File: src/rtl/writeback_unit.sv
// Writeback stage: selects ALU / extended-load / link result and registers the
// register-file write port, forwarding tap and retired-instruction counter.
module writeback_unit #(
  parameter int XLEN    = 32,
  parameter int COUNT_W = 32
) (
  input  logic               clk,
  input  logic               reset,
  input  logic               in_valid,
  output logic               in_ready,
  input  logic               hold,
  input  logic               in_reg_write,
  input  logic [4:0]         in_rd,
  input  logic [1:0]         in_wb_sel,
  input  logic [2:0]         in_funct3,
  input  logic [1:0]         in_addr_low,
  input  logic [XLEN-1:0]    in_alu_result,
  input  logic [XLEN-1:0]    in_load_data,
  input  logic [XLEN-1:0]    in_pc_plus4,
  output logic               reg_write,
  output logic [4:0]         write_reg,
  output logic [XLEN-1:0]    write_data,
  output logic               fwd_valid,
  output logic [4:0]         fwd_rd,
  output logic [XLEN-1:0]    fwd_data,
  output logic [COUNT_W-1:0] retire_count
);

  logic               accept;
  logic [7:0]         byte_lane [4];
  logic [7:0]         byte_sel;
  logic [15:0]        half_sel;
  logic [XLEN-1:0]    load_ext;
  logic [XLEN-1:0]    result_next;
  logic               reg_write_next;
  logic               reg_write_reg;
  logic [4:0]         write_reg_reg;
  logic [XLEN-1:0]    write_data_reg;
  logic [COUNT_W-1:0] retire_count_reg;

  assign in_ready = ~hold;
  assign accept   = in_valid & ~hold;

  genvar gi;
  generate
    for (gi = 0; gi < 4; gi++) begin : g_byte_lane
      assign byte_lane[gi] = in_load_data[8*gi +: 8];
    end
  endgenerate

  // Halfword alignment only looks at addr bit 1; bit 0 is ignored.
  assign byte_sel = byte_lane[in_addr_low];
  assign half_sel = in_addr_low[1] ? in_load_data[31:16] : in_load_data[15:0];

  always_comb begin
    load_ext = in_load_data;
    case (in_funct3)
      3'b000:  load_ext = {{(XLEN-8){byte_sel[7]}}, byte_sel};
      3'b001:  load_ext = {{(XLEN-16){half_sel[15]}}, half_sel};
      3'b100:  load_ext = {{(XLEN-8){1'b0}}, byte_sel};
      3'b101:  load_ext = {{(XLEN-16){1'b0}}, half_sel};
      default: load_ext = in_load_data;
    endcase
  end

  always_comb begin
    result_next = in_alu_result;
    case (in_wb_sel)
      2'b01:   result_next = load_ext;
      2'b10:   result_next = in_pc_plus4;
      default: result_next = in_alu_result;
    endcase
  end

  assign reg_write_next = accept & in_reg_write & (in_rd != 5'd0);

  always_ff @(posedge clk) begin
    if (!reset) begin
      reg_write_reg    <= 1'b0;
      write_reg_reg    <= 5'd0;
      write_data_reg   <= '0;
      retire_count_reg <= '0;
    end else begin
      reg_write_reg <= reg_write_next;
      if (accept) begin
        write_reg_reg    <= in_rd;
        write_data_reg   <= result_next;
        retire_count_reg <= retire_count_reg + COUNT_W'(1);
      end
    end
  end

  assign reg_write    = reg_write_reg;
  assign write_reg    = write_reg_reg;
  assign write_data   = write_data_reg;
  assign fwd_valid    = reg_write_reg;
  assign fwd_rd       = write_reg_reg;
  assign fwd_data     = write_data_reg;
  assign retire_count = retire_count_reg;

endmodule

File: config.mk
export PLATFORM = sky130hd
export DESIGN_NAME = writeback_unit
export DESIGN_NICKNAME = d
export VERILOG_FILES = /design/src/rtl/writeback_unit.sv
export SDC_FILE = /design/constraint.sdc
export NUM_CORES = 1
export LEC_CHECK = 0
export BUFFER_PORTS_ARGS = -buffer_cell sky130_fd_sc_hd__buf_2
export CORE_ASPECT_RATIO = 0.8
export CORE_MARGIN = 2
export CORE_UTILIZATION = 42
export CTS_CLUSTER_SIZE = 40
export DETAILED_ROUTE_END_ITERATION = 10
export PLACE_DENSITY = 0.77
export SKIP_LAST_GASP = 1
export SYNTH_ARGS = -nofsm -noshare
export SYNTH_HDL_FRONTEND = slang
export SYNTH_SLANG_ARGS = --single-unit
File: constraint.sdc
create_clock -name clk -period 1.7 [get_ports clk]
set_input_delay 0.255 -clock clk [delete_from_list [all_inputs] [get_ports clk]]
set_output_delay 0.255 -clock clk [all_outputs]
set_load 0.02 [all_outputs]
[Yosys cells after proc, flatten, opt, wreduce, memory -nomap -nowiden]
Index checks and enable logic that the tools add are counted.
Word-level totals
  register bits: 70
  output and inout port bits: 109
  input bits: 113
  word-level logic and storage cells: 24
Cells by class
  reductions and logical operators: 2
  bitwise logic cells: 5
  order comparisons: 1
  multiplexer cells: 6
  equality and inequality tests: 5
  add/sub/neg operators: 1
Operators by type and width (number)
  $pmux W32 S4: 1
  $pmux W32 S2: 1
  $add A32 B1 Y32 const B: 1
  $bmux W8 S2: 1
  $mux W16: 1
  $mux W8: 2
  $eq A3 B3 Y1 const B: 2
  $reduce_bool A5 Y1: 1
  $and A1 B1 Y1: 3
  $eq A3 B1 Y1 const B: 1
  $ge A3 B3 Y1 const B: 1
  $logic_not A3 Y1: 1
  $not A2 Y3: 1
  $eq A2 B1 Y1 const B: 1
  $eq A2 B2 Y1 const B: 1
  $not A1 Y1: 1

[Depth between registers and ports, before layout]
  depth in word-level cells: 6
  mapped depth: 8
  gate-level depth less buffers: 6

[Worst setup path before layout]
No wires, ideal clock.
  kind: register to register
  start point: reg retire_count_reg[4], in the netlist retire_count[4]
  end point: reg retire_count_reg[24], in the netlist retire_count[24]
  arrival time: 1.857 ns
  library setup time: 0.135 ns
  period minus slack after synthesis: 1.992 ns
  buffers on the path: 2
  data required time: 1.565 ns
  cell stages (with the launch flop): 7
  path slack: -0.292 ns
  path through: dfxtp_1 > nand4_1 > or4_1 > buf_2 > buf_2 > o311ai_0 > o41ai_1
Between the ends
  word-level cells in the longest chain between the ends: 1
RTL lines
  start: declaration: line 39  | logic [COUNT_W-1:0] retire_count_reg;
  start signal: assignment: line 88  | retire_count_reg <= retire_count_reg + COUNT_W'(1);
  $add A32 B1 Y32: line 88
No other way between the ends.
A chain may end at the register's enable or synchronous reset.

[Worst setup path after layout]
  start point: reg retire_count_reg[12], in the netlist retire_count[12]
  end point: reg retire_count_reg[18], in the netlist retire_count[18]
Same word-level chain as after synthesis.

==> impl_metrics.json <==
{
  "status": "finished, violations left",
  "violations": "setup timing",
  "grt_pass1_wl_um": 25200,
  "met3_usage_pct": 5.15,
  "synthDistinctLibCells": 48,
  "syn_avg_cell_area_um2": 7.41,
  "period_share_pct": 106,
  "core_area_um2": 10300,
  "arrival_ns": 2.05,
  "cts-htree-levels": 3,
  "reg2reg_depth": 5,
  "worst_pin_slew_ns": 0.453,
  "fin_skew_ns": 0.00256,
  "fillCellCount": 977,
  "min_period_ns": 1.79,
  "io_pins": 222,
  "cts_tree": "built",
  "grt_remaining_overflow": 0,
  "syn_to_final_growth_pct": 37.6,
  "cts_sinks": 70,
  "grtUsageMet1_pct": 35.5,
  "worstPathRequired_ns": 1.96,
  "clock_latency_ns": 0.33,
  "cap_violations": 0,
  "layout_common_cells": "221 x buf_2, 96 x nand2_1, 59 x o21ai_0",
  "hold_buffers": 0,
  "clockBufferDepth": 2,
  "r2r_slack_ns": -0.09,
  "final_hold_viol_count": 0,
  "seq_area_um2": 1440,
  "drc_errors": 0,
  "synth_ff_type": "dfxtp_1",
  "cts_buffers": 9,
  "place.gp.congestion": 0.914,
  "drive_gt1_share_pct": 38.1,
  "chipHeight_um": 95.9,
  "max_slew_margin_pct": 69.0,
  "rsz0062_at_grt": "true",
  "grt_max_degree": 34,
  "total_power_mw": 4.74,
  "tns_ns": -0.153,
  "dieArea_um2": 11400,
  "place_hpwl_um": 12200,
  "path_max_fanout": 14,
  "synth-seq-cells": 70,
  "start_kind": "flop",
  "met2_usage_pct": 48.0,
  "synth_edf_count": 0,
  "avgRoutedWirePerCell_um": 17.1,
  "finalWirelength_um": 16200,
  "end_kind": "flop",
  "drt_iter0_drc": 365,
  "p_per_area_nw_per_um2": 775,
  "syn-num-nets": 715,
  "report.final.slew_viol_count": 0,
  "top_usage_layer": "met2",
  "ant_nets": 0,
  "worstHoldPathType": "in -> reg",
  "ys_async_sr_fraction_pct": 0,
  "final_common_cell": "buf_2",
  "ir_worst_vdd_mv": 0.413,
  "synthCells": 599,
  "final_util_pct": 59.4,
  "vias": 5395,
  "start_util_pct": 43.2,
  "worstReg2RegStart": "retire_count[12]",
  "worst_hold_startpoint": "in_reg_write",
  "firstDrtPassIters": 5,
  "synth-warning-count": 0,
  "path_clk_slew_ns": 0.06,
  "multi_input_area_um2": 2530,
  "place_ws_ns": -0.133,
  "routed_via_density": 5.69,
  "syn_area_um2": 4440,
  "setup-violations-final": 5,
  "max_freq_mhz": 557,
  "holdWs_ns": 0.157,
  "cts_root_buf": "clkbuf_16",
  "hold_depth": 3,
  "timing.final.ws_setup_ns": -0.0940,
  "p_leak_nw": 2.99,
  "nets": 919,
  "path_class": "reg -> reg",
  "rows": 33,
  "port_buffers": 221,
  "die_w_um": 119,
  "setup.worst_path.start": "retire_count[12]",
  "grtUsageTotal_pct": 27.6,
  "grt_pass1_vias": 4922,
  "antenna_found_initial": 0,
  "synth_seq_area_share_pct": 31.6,
  "diodes": 0
}
[report_power, final]
part	switching [mW]	internal [mW]	leakage (nW)
sequential	0.0545	1.69	0.579
clock	0.746	1.27	0.149
combinational	0.603	0.367	2.26
[area by class of cell]
| class | instances | share of cell area [%] |
|---|---|---|
| clock buffer | 9 | 3.69 |
| clock inverter | 7 | 1.43 |
| inverter | 28 | 1.72 |
| multi-input combinational | 422 | 41.4 |
| sequential | 70 | 23.6 |
| tap | 140 | 2.87 |
| timing repair buffer | 272 | 25.3 |
[Yosys cell counts (7+ instances only)]
cell type	n	area (µm²)
clkbuf_1	34	128
o21ai_0	59	295
o211a_1	7	70.1
and3_1	9	56.3
nor2_1	20	75.1
o221ai_1	7	61.3
o211ai_1	9	67.6
buf_4	38	285
or3_1	9	56.3
mux2i_1	12	120
nand4_1	12	75.1
nand3b_1	7	52.6
a311oi_1	7	61.3
a22oi_1	18	135
nand3_1	20	100
nand2_1	96	360
inv_1	25	93.8
dfxtp_1	70	1400
nand2b_1	20	125
a21oi_1	42	210
[metrics by stage]
stage               cell area, µm²  instances
detailed placement            5740        930
finish                        6110        948
floorplan                     4490        599
global route                  6110        948
CTS                           6060        946
global placement              5740        930
[metal layers]
layer,part of all wire (%),vias to the layer above
met5,0,-
met1,43,2589
met3,7.0,20
met4,1.4,0
met2,48,249
li1,-,2537
[path summary, 6_finish.rpt]
path,to
worst max-delay path,retire_count[18]
worst min-delay path,fwd_valid
worst max register to register,retire_count[18]
worst min register to register,fwd_data[11]
[what timing repair did]
action	CTS	global route
pin swaps	0	3
buffers inserted	0	2
gates resized for setup	2	7
setup endpoints to repair	7	15
[kinds of logic (layout without fill, tap and decap cells)]
logic type | count (synthesis) | after routing | synth area share, %
compound gates | 186 | 186 | 27.0
xor+xnor | 9 | 9 | 1.78
fa+ha+maj | 3 | 3 | 0.846
buf+inv | 107 | 316 | 12.4
flops | 70 | 70 | 31.6
mux | 13 | 13 | 3.21
simple gates | 211 | 211 | 23.3
[critical path, cell delays in order, from the launching register on]
cell,delay (ns)
dfxtp_4,0.34
nand4_1,0.13
or4_4,0.51
buf_6,0.17
or4_1,0.42
a21oi_1,0.15
Power figures use the tool's default switching activity.
